File: src/rtl/rst_sequencer.sv
// Reset sequencer: brings up clock lock, DDR2 calibration and the Wishbone
// reset in order, retrying calibration after a timeout.
module rst_sequencer #(
    parameter int unsigned LOCK_STABLE_CYCLES = 16,
    parameter int unsigned DDR_RST_CYCLES     = 200,
    parameter int unsigned CALIB_TIMEOUT      = 1048576,
    parameter int unsigned WB_RST_CYCLES      = 16
) (
    input  logic       wb_clk,
    input  logic       rst_n_pad_i,
    input  logic       locked_mcm,
    input  logic       ddr2_calib_done_i,
    output logic       wb_rst_o,
    output logic       ddr2_if_rst_o,
    output logic [2:0] seq_state_o,
    output logic       calib_timeout_o
);

    typedef enum logic [2:0] {
        ST_WAIT_LOCK  = 3'd1,
        ST_DDR_RST    = 3'd2,
        ST_WAIT_CALIB = 3'd3,
        ST_WB_RST     = 3'd4,
        ST_RUN        = 3'd5,
        ST_FAULT      = 3'd6
    } state_e;

    localparam logic [23:0] LOCK_LAST  = 24'(LOCK_STABLE_CYCLES - 1);
    localparam logic [23:0] DDR_LAST   = 24'(DDR_RST_CYCLES - 1);
    localparam logic [23:0] CALIB_LAST = 24'(CALIB_TIMEOUT - 1);
    localparam logic [23:0] WB_LAST    = 24'(WB_RST_CYCLES - 1);

    logic        en_q;
    logic [1:0]  lock_q;
    logic [1:0]  calib_q;
    logic        lock_s;
    logic        calib_s;

    state_e      state_q, state_d;
    logic [23:0] cnt_q, cnt_d;
    logic        wb_rst_q, wb_rst_d;
    logic        ddr_rst_q, ddr_rst_d;
    logic        timeout_q, timeout_d;

    assign lock_s  = lock_q[1];
    assign calib_s = calib_q[1];

    // State flops only start moving once this flop has seen rst_n high,
    // so a release close to an edge can never corrupt them.
    always_ff @(posedge wb_clk or negedge rst_n_pad_i) begin
        if (!rst_n_pad_i) begin
            en_q    <= 1'b0;
            lock_q  <= 2'b00;
            calib_q <= 2'b00;
        end else begin
            en_q    <= 1'b1;
            lock_q  <= {lock_q[0], locked_mcm};
            calib_q <= {calib_q[0], ddr2_calib_done_i};
        end
    end

    always_ff @(posedge wb_clk or negedge rst_n_pad_i) begin
        if (!rst_n_pad_i) begin
            state_q   <= ST_WAIT_LOCK;
            cnt_q     <= '0;
            wb_rst_q  <= 1'b1;
            ddr_rst_q <= 1'b1;
            timeout_q <= 1'b0;
        end else if (en_q) begin
            state_q   <= state_d;
            cnt_q     <= cnt_d;
            wb_rst_q  <= wb_rst_d;
            ddr_rst_q <= ddr_rst_d;
            timeout_q <= timeout_d;
        end
    end

    always_comb begin
        state_d = state_q;
        case (state_q)
            ST_WAIT_LOCK: begin
                if (lock_s && cnt_q == LOCK_LAST) state_d = ST_DDR_RST;
            end
            ST_DDR_RST: begin
                if (cnt_q == DDR_LAST) state_d = ST_WAIT_CALIB;
            end
            ST_WAIT_CALIB: begin
                if (calib_s)                  state_d = ST_WB_RST;
                else if (cnt_q == CALIB_LAST) state_d = ST_FAULT;
            end
            ST_WB_RST: begin
                if (cnt_q == WB_LAST) state_d = ST_RUN;
            end
            ST_RUN: begin
                if (!calib_s) state_d = ST_DDR_RST;
            end
            ST_FAULT: state_d = ST_DDR_RST;
            default:  state_d = ST_WAIT_LOCK;
        endcase
        if (!lock_s) state_d = ST_WAIT_LOCK;

        if (state_d != state_q || (state_q == ST_WAIT_LOCK && !lock_s))
            cnt_d = '0;
        else if (cnt_q != '1)
            cnt_d = cnt_q + 24'd1;
        else
            cnt_d = cnt_q;

        // Outputs are decoded from the next state so they line up with it.
        ddr_rst_d = (state_d == ST_WAIT_LOCK) || (state_d == ST_DDR_RST) ||
                    (state_d == ST_FAULT);
        wb_rst_d  = (state_d != ST_RUN);
        timeout_d = timeout_q || (state_d == ST_FAULT);
    end

    assign wb_rst_o        = wb_rst_q;
    assign ddr2_if_rst_o   = ddr_rst_q;
    assign seq_state_o     = state_q;
    assign calib_timeout_o = timeout_q;

endmodule

File: config.mk
export PLATFORM = sky130hd
export DESIGN_NAME = rst_sequencer
export DESIGN_NICKNAME = d
export VERILOG_FILES = /design/src/rtl/rst_sequencer.sv
export SDC_FILE = /design/constraint.sdc
export NUM_CORES = 1
export LEC_CHECK = 0
export BUFFER_PORTS_ARGS = -buffer_cell sky130_fd_sc_hd__buf_4
export CORE_MARGIN = 2
export CORE_UTILIZATION = 60
export CTS_BUF_LIST = sky130_fd_sc_hd__clkbuf_8 sky130_fd_sc_hd__clkbuf_16
export DETAILED_ROUTE_END_ITERATION = 10
export GPL_ROUTABILITY_DRIVEN = 0
export PLACE_DENSITY = 0.78
export SETUP_SLACK_MARGIN = 0.05
export SLEW_MARGIN = 40
export SYNTH_ARGS = -nofsm -noshare
export SYNTH_HDL_FRONTEND = slang
export SYNTH_SLANG_ARGS = --single-unit
export TNS_END_PERCENT = 50
File: constraint.sdc
create_clock -name wb_clk -period 2.5 [get_ports wb_clk]
set_clock_uncertainty 0.2 [all_clocks]
set_input_delay 0 -clock wb_clk [delete_from_list [all_inputs] [get_ports wb_clk]]
set_output_delay 0 -clock wb_clk [all_outputs]
set_load 0.03 [all_outputs]
After elaboration in Yosys (flattened, before gate mapping)
Cells that the tools add are included.
{"block": "word_totals", "latchBits": 0, "output_inout_bits": 6, "ramBits": 0, "mem_count": 0, "mem_bits_ro": 0, "reg_bits": 35}
{"block": "op_classes", "n_eq_ne": 15, "n_reduce_logical": 9, "mux": 10, "n_lt_le_gt_ge": 0, "bitwise_logic": 0, "div": 0, "mul": 0, "add_sub_neg": 1, "shifts": 0}
{"op": "$mux W24", "count": 2}
{"op": "$add A24 B1 Y24 const B", "count": 1}
{"op": "$eq A24 B20 Y1 const B", "count": 1}
{"op": "$eq A24 B4 Y1 const B", "count": 1}
{"op": "$eq A24 B8 Y1 const B", "count": 1}
{"op": "$ne A24 B24 Y1 const B", "count": 1}
{"op": "$mux W3", "count": 7}
{"op": "$pmux W3 S6", "count": 1}
{"op": "$eq A3 B3 Y1 const B", "count": 4}
{"op": "$eq A3 B2 Y1 const B", "count": 3}
{"op": "$eq A3 B1 Y1 const B", "count": 2}
{"op": "$logic_or A1 B1 Y1", "count": 4}
{"op": "$ne A3 B3 Y1", "count": 1}
{"op": "$ne A3 B3 Y1 const B", "count": 1}
{"op": "$logic_and A1 B1 Y1", "count": 2}
{"op": "$reduce_and A2 Y1", "count": 1}
{"op": "$reduce_bool A2 Y1", "count": 1}
{"op": "$logic_not A1 Y1", "count": 1}

Logic depth before layout (Yosys ltp)
Gate-level depths: netlist of the first run.
{"block": "logic_depth", "word_depth": 9, "mapped_depth": 9, "mapped_depth_nobuf": 7}

Worst setup path after synthesis of the first run
No wires, ideal clock.
{"block": "synth_path", "kind": "reg2reg", "from": "register cnt_q[0]", "to": "register cnt_q[13]", "t_arrival_ps": 1953, "stages_incl_launch_ff": 10, "required_time_ps": 2172, "setup_slack_ps": 219, "synth_period_minus_slack_ps": 2281, "path_cell_list": "dfrtp_1 -> ha_1 -> buf_2 -> nor4b_1 -> nand3_1 -> o31ai_1 -> a211oi_2 -> buf_2 -> a31oi_1 -> o22ai_1"}
{"block": "synth_between", "elab_chain_cells": 9}
{"element": "from (decl)", "line": "40", "rtl": "logic [23:0] cnt_q, cnt_d;"}
{"element": "from (signal assigned)", "line": "71", "rtl": "cnt_q <= cnt_d;"}
{"element": "$eq A24 B20 Y1 / $eq A24 B4 Y1 (equally long branches)", "line": "89, 82, 92"}
{"element": "$mux W3 / $logic_and A1 B1 Y1 (equally long branches)", "line": "89, 82"}
{"element": "$mux W3 (on tied branches)", "line": "88, 82"}
{"element": "$pmux W3 S6", "line": "80", "rtl": "case (state_q)"}
{"element": "$mux W3", "line": "100", "rtl": "if (!lock_s) state_d = ST_WAIT_LOCK;"}
{"element": "$ne A3 B3 Y1", "line": "102", "rtl": "if (state_d != state_q || (state_q == ST_WAIT_LOCK && !lock_s))"}
{"element": "$logic_or A1 B1 Y1", "line": "102"}
{"element": "$reduce_bool A2 Y1 (no line)"}
{"element": "$reduce_and A2 Y1 (no line)"}
Parallel ways exist; a longest one is shown, timed or not. The select of a mux whose other input is x is not followed.
A chain may end at the register's enable or synchronous reset.

Final worst setup path of the first run
{"block": "layout_path", "from": "register cnt_q[6]", "to": "register cnt_q[9]"}
The elaborated chain is that of the path after synthesis.

==> flow_summary_export.csv, run 1 <==
group,metric,value,unit
clock_network,htreeDepth,2,
run_status,violations,"negative hold slack",
sta,fin_tns_setup,0,ps
logic_synthesis,synth_top_flop_cell,"dfrtp_1",
routing,dr.pass1.iters,5,
clock_network,clock_path_buffers,2,
sta,holdWs,-2.31,ps
finish,most-common-layout-cells,"31 x dfrtp_1, 31 x buf_4, 26 x nand3_1",
place,io_buffers,9,
pwr,seqPwrFrac,52.2,%
pwr,irDropWorstVdd,482,µV
logic_synthesis,synth_edf_count,0,
logic_synthesis,ys_ff_latch,35,
critical_path,cp_data_arrival_time,2290,ps
pwr,p_clk_share,32.8,%
sta,finalCritPeriodShare,92.8,%
floorplan,top_level_ports,10,
global_routing,grt_overflow_total,0,
clock_network,clock_latency,290,ps
critical_path,cp_max_fo,15,
floorplan,initial_core_util,62.2,%
pwr,pwr-share-comb,15.0,%
pwr,switching_share,29.3,%
critical_path,slowest_delay,450,ps
finish,antenna_cells,0,
global_routing,top_usage_layer,"met2",
logic_synthesis,syn-instance-count,266,
routing,vias,2315,
critical_path,reg2reg_depth,7,
finish,nets,298,
routing,wl,6.02,mm
floorplan,die-area,4300,µm²
logic_synthesis,yosysUniqueCellTypes,54,
finish,multi_input_area,1320,µm²
critical_path,worstSetupEndpointType,"register",
finish,ff_latch_area,881,µm²
finish,layoutNonFillerInstCount,342,
sta,fmax,431,MHz
floorplan,die_h,65.6,µm
global_routing,antenna_found_initial,0,
place,dp.cells,329,
critical_path,cp-start-kind,"register",
sta,rsz0062_at_grt,"no",
sta,slew_viol_final,0,
global_routing,grt_first_pass_wirelength,10.4,mm
routing,avgRoutedWirePerCell,17.6,µm
clock_network,clk_pin_slew_worst_paths,70,ps
logic_synthesis,ys_seq_area_share,38.6,%
logic_synthesis,ys_warn_count,0,
finish,fillCellCount,271,
clock_network,ctsRootBufferMaster,"clkbuf_8",
place,hpwl,4.16,mm
pwr,p_int,857,µW
run,maxCapViolations,0,
pwr,switchingPower,356,µW
global_routing,grt_pass1_vias,2176,
pwr,power_density,446,nW/µm²
routing,drt_iter0_markers,218,
hold_path,hold_class,"input port to async pin",
critical_path,rrSetupSlack,180,ps
finish,finalCoreUtilization,74.3,%
global_routing,grt.total_usage,31.5,%
floorplan,core_area,3660,µm²
global_routing,grt_use_met2,48.9,%
routing,postRouteAntennaNets,0,
floorplan,rows,22,
critical_path,slowest_stage,"dfrtp_1",
logic_synthesis,netlist_area,2280,µm²
global_routing,grtUsageMet3,5.82,%
finish,drive_gt1_share,20.7,%
sta,relSlewSlack,54.0,%
critical_path,cp.required,2460,ps
logic_synthesis,syn-num-nets,271,
critical_path,worstPathCellList,"nand4bb_1, o22a_1, o31ai_2, a211oi_2, buf_4, a31oi_1, o22ai_1",
critical_path,critPathKind,"register to register",
logic_synthesis,async_flop_share,100,%
finish,syn_to_final_growth,19.5,%
sta,worst_slew_pin_slew,689,ps
routing,viasPerCell,6.77,
global_routing,gr-usage-met1,43.8,%
run_status,status,"finished with violations",
routing,drc,0,
pwr,p_leak,1.06,nW
sta,hold_violations,2,
floorplan,fp.dieW,65.6,µm
sta,period_minus_slack,2320,ps
sta,final-setup-viol-count,0,
clock_network,cts_sinks,35,
global_routing,grt_max_degree,36,
logic_synthesis,postSynthAreaPerCell,8.56,µm²
clock_network,cts_buffers,5,
clock_network,cts_tree,"done",
Yosys cell counts, types with 2 or more instances:
library cell  instances  area (µm²)
a41oi_1               3        26.3
mux2i_1               3        30.0
o22a_1                2        17.5
o221ai_1              6        52.6
o22ai_1               8        50.1
dfrtp_1              32         801
clkbuf_1             10        37.5
o21ai_0               9        45.0
and3_1                2        12.5
nor4_1               10        62.6
a211oi_1              2        15.0
nand2b_1              4        25.0
o21ai_2               2        17.5
o31ai_1               2        15.0
dfstp_2               3        78.8
a31oi_1              12        75.1
nand4b_1              3        26.3
inv_1                20        75.1
o2bb2ai_1             4        35.0
and2_1                4        25.0
nand3_1              27         135
buf_2                 5        25.0
nand4_1              15        93.8
nor3_1               11        55.1
a21oi_1               3        15.0
nor2b_1               3        18.8
a41o_1                2        20.0
nor2_1               14        52.6
nand2_1              20        75.1
stage by stage:
| step | instance area [µm²] | power [mW] | setup WS (ps) |
|---|---|---|---|
| after CTS | 2650 | 1.21 | 130 |
| after floorplan | 2280 | 0.738 | 219 |
| after global routing | 2720 | 1.26 | 46.5 |
| after detailed placement | 2520 | 0.813 | 35.8 |
| final | 2720 | 1.21 | 179 |
| after global placement | 2520 | 0.805 | 126 |
state kept, by name (all words and copies together), names as in the netlist:
name / count
ddr2_if_rst_o: 1
cnt_q: 24
calib_timeout_o: 1
wb_rst_o: 1
lock_q: 2
calib_q: 2
en_q: 1
seq_state_o: 3
final cells by class:
type	instances	share of cell area, %
multi-input combinational	195	48.4
clock buffer	5	2.53
clock inverter	3	0.598
sequential	35	32.4
timing repair buffer	36	11.1
inverter	20	2.76
tap	48	2.21
cell families (layout without fill, tap and decap cells):
logic type / count (synthesis) / count (layout) / share of synthesized area, %
adder cells (fa/ha/maj): 1 / 1 / 0.549
other: 1 / 1 / 0.165
multiplexers: 3 / 3 / 1.32
AND/OR/NAND/NOR: 125 / 125 / 31.3
AO/OA/AOI/OAI: 65 / 65 / 21.6
flip-flops: 35 / 35 / 38.6
buffers and inverters: 36 / 64 / 6.37
per-layer routing:
metal | share of wire, % | wire, µm
met5 | 0 | 0
met4 | 2.4 | 144
met3 | 6.9 | 414
met2 | 48 | 2870
met1 | 43 | 2590
worst paths after layout:
| path | endpoint | start |
|---|---|---|
| min | cnt_q[3]$_DFFE_PN0P_ | rst_n_pad_i |
| min reg2reg | lock_q[1]$_DFF_PN0_ | lock_q[0]$_DFF_PN0_ |
| max reg2reg | cnt_q[9]$_DFFE_PN0P_ | cnt_q[6]$_DFFE_PN0P_ |
| min in group wb_clk | lock_q[1]$_DFF_PN0_ | lock_q[0]$_DFF_PN0_ |
| max | cnt_q[9]$_DFFE_PN0P_ | cnt_q[6]$_DFFE_PN0P_ |
| max in group asynchronous | wb_rst_o$_DFFE_PN1P_ | rst_n_pad_i |
critical path, delay by kind of cell (launching register included):
kind	cells	cell delay (ps)
flip-flops	1	450
AO/OA/AOI/OAI	5	980
AND/OR/NAND/NOR	1	340
buffers and inverters	1	220
timing repair:
item	4_1_cts	5_1_grt
setup buffers	0	2
pin swaps	0	2
hold buffers	3	0
endpoints found under the setup margin	4	24
endpoints found under the hold margin	37	0
resized for setup	1	10
power by group through the flow:
stage | clock network [mW] | logic [mW] | registers [mW]
4_1_cts | 0.404 | 0.176 | 0.631
2_1_floorplan | 0 | 0.108 | 0.630
6_report | 0.398 | 0.182 | 0.633
5_1_grt | 0.421 | 0.202 | 0.638
3_3_place_gp | 0 | 0.167 | 0.638
3_5_place_dp | 0 | 0.171 | 0.642
Note: power is estimated with default switching activity, not from simulation.
==> run 2: changes to the inputs <==
==> constraint.sdc (replaced) <==
create_clock -name wb_clk -period 3 [get_ports wb_clk]
set_clock_uncertainty 0.2 [all_clocks]
set_input_delay 0 -clock wb_clk [delete_from_list [all_inputs] [get_ports wb_clk]]
set_output_delay 0 -clock wb_clk [all_outputs]
set_load 0.1 [all_outputs]
==> run 2 against run 1 <==
Compared with the run above: the run now ends clean; critical path depth stayed put; clock power is 9.0% higher; first-iteration DRC count is 11% higher; critical endpoint is now cnt_q[10]$_DFFE_PN0P_; highest routed layer unchanged.
==> flow_summary_export.csv, run 2 (synthesis gave the netlist of run 1 again) <==
group,metric,value,unit
run_status,status,"finished clean",
pwr,irDropWorstVdd,323,µV
global_routing,antenna_found_initial,0,
pwr,seqPwrFrac,47.7,%
clock_network,htreeDepth,2,
finish,nets,281,
global_routing,gr-usage-met1,41.1,%
critical_path,slowest_stage,"a211oi_2",
sta,worst_slew_pin_slew,653,ps
finish,ff_latch_area,880,µm²
finish,finalCoreUtilization,69.2,%
pwr,p_clk_share,39.5,%
critical_path,cp_data_arrival_time,2750,ps
finish,largest_reg_flops,24,
floorplan,die-area,4300,µm²
floorplan,die_h,65.6,µm
critical_path,critPathKind,"register to register",
global_routing,grt_first_pass_wirelength,9.50,mm
routing,viasPerCell,6.75,
global_routing,grt_overflow_total,0,
finish,drive_gt1_share,13.0,%
floorplan,rows,22,
sta,relSlewSlack,56.4,%
run,maxCapViolations,0,
pwr,p_int,811,µW
sta,fmax,362,MHz
critical_path,cp_max_fo,9,
critical_path,worstSetupEndpointType,"register",
critical_path,path_buf_inv,0,
routing,wl,5.47,mm
routing,avgRoutedWirePerCell,16.8,µm
finish,layout_commonest_cell,"dfrtp_1",
pwr,pwr-share-comb,12.8,%
clock_network,cts_sinks,35,
finish,fillCellCount,279,
critical_path,crit_family,"compound AO/OA/AOI/OAI gates",
floorplan,top_level_ports,10,
global_routing,grt_use_met2,42.9,%
sta,rsz0062_at_grt,"no",
pwr,switching_share,26.2,%
floorplan,initial_core_util,62.2,%
finish,regMostFlops,"cnt_q",
critical_path,cp.required,2990,ps
routing,vias,2194,
finish,most-common-layout-cells,"32 x dfrtp_1, 27 x nand3_1, 20 x inv_1, 20 x nand2_1, 16 x buf_4",
pwr,power_density,433,nW/µm²
clock_network,post_cts_buffers,0,
floorplan,fp.dieW,65.6,µm
global_routing,grt.total_usage,28.4,%
clock_network,clock_latency,280,ps
clock_network,ctsRootBufferMaster,"clkbuf_8",
global_routing,top_usage_layer,"met2",
pwr,p_leak,0.977,nW
sta,period_minus_slack,2760,ps
clock_network,cts_buffers,5,
pwr,power,1.10,mW
clock_network,clk_pin_slew_worst_paths,70,ps
routing,dr.pass1.iters,5,
critical_path,cp-start-kind,"register",
global_routing,grt_pass1_vias,2011,
finish,multi_input_area,1250,µm²
critical_path,worstPathCellList,"ha_1, nor4b_1, nand3_1, o31ai_1, a211oi_2, nand2_1, o221ai_1",
routing,drc,0,
place,hpwl,3.72,mm
clock_network,cts_tree,"done",
hold_path,hold_class,"input port to async pin",
routing,postRouteAntennaNets,0,
sta,slew_viol_final,0,
finish,layoutNonFillerInstCount,325,
global_routing,grt_max_degree,36,
clock_network,clock_path_buffers,2,
finish,antenna_cells,0,
critical_path,slowest_delay,600,ps
sta,holdWs,8.66,ps
pwr,switchingPower,287,µW
global_routing,grtUsageMet3,4.79,%
floorplan,core_area,3660,µm²
place,dp.cells,314,
place,io_buffers,9,
sta,finalCritPeriodShare,92.2,%
sta,hold_violations,0,
finish,syn_to_final_growth,11.3,%
sta,fin_tns_setup,0,ps
routing,drt_iter0_markers,241,
sta,final-setup-viol-count,0,
-- run 2: cell types whose count changed in the layout (fill, tap and decap cells not counted), sizes merged --
cell,before,now
inv,21,20
bufinv,0,1
buf,33,16
clkinvlp,1,0
clkbuf,5,6
-- run 2: final cells by class --
| class | count | share of cell area [%] |
|---|---|---|
| sequential | 35 | 34.7 |
| tap | 48 | 2.37 |
| inverter | 20 | 2.96 |
| multi-input combinational | 195 | 49.4 |
| clock buffer | 6 | 3.26 |
| timing repair buffer | 19 | 5.92 |
| clock inverter | 2 | 1.38 |
-- run 2: metrics by stage --
| step | setup slack (ps) | area, µm² |
|---|---|---|
| 6_report | 235 | 2530 |
| 5_1_grt | 128 | 2530 |
| 3_3_place_gp | 393 | 2390 |
| 4_1_cts | 303 | 2530 |
| 2_1_floorplan | 350 | 2280 |
| 3_5_place_dp | 330 | 2390 |
-- run 2: final timing paths --
kind                                       from                         to  slack, ps  depth (start not counted)
max reg2reg                cnt_q[0]$_DFFE_PN0P_      cnt_q[10]$_DFFE_PN0P_        240                          7
min in group wb_clk         lock_q[0]$_DFF_PN0_        lock_q[1]$_DFF_PN0_        150                          0
max                        cnt_q[0]$_DFFE_PN0P_      cnt_q[10]$_DFFE_PN0P_        240                          7
min                                 rst_n_pad_i       cnt_q[4]$_DFFE_PN0P_          9                          2
max in group asynchronous           rst_n_pad_i  ddr2_if_rst_o$_DFFE_PN1P_       2240                          2
min reg2reg                 lock_q[0]$_DFF_PN0_        lock_q[1]$_DFF_PN0_        150                          0
-- run 2: layer usage --
layer | routed length, µm | up-vias
li1 | - | 1045
met1 | 2390 | 1011
met3 | 456 | 18
met4 | 111 | 0
met5 | 0 | -
met2 | 2520 | 120
-- run 2: timing repair --
item                                   in CTS  in global routing
endpoints found under the hold margin      37                  0
hold buffers                                3                  0
gates resized for setup                     0                  0
-- run 2: worst register-to-register path, cell delays in order, from the launching register on --
cell and delay (ps):
dfrtp_1 430, ha_1 250, nor4b_1 160, nand3_1 190
o31ai_1 120, a211oi_2 600, nand2_1 440, o221ai_1 290
-- run 2: power by group through the flow --
stage | sequential (mW) | combinational [mW] | clock (mW)
after floorplan | 0.532 | 0.0898 | 0
after global placement | 0.530 | 0.132 | 0
after CTS | 0.523 | 0.139 | 0.444
after global routing | 0.530 | 0.156 | 0.458
final | 0.524 | 0.140 | 0.434
after detailed placement | 0.531 | 0.136 | 0
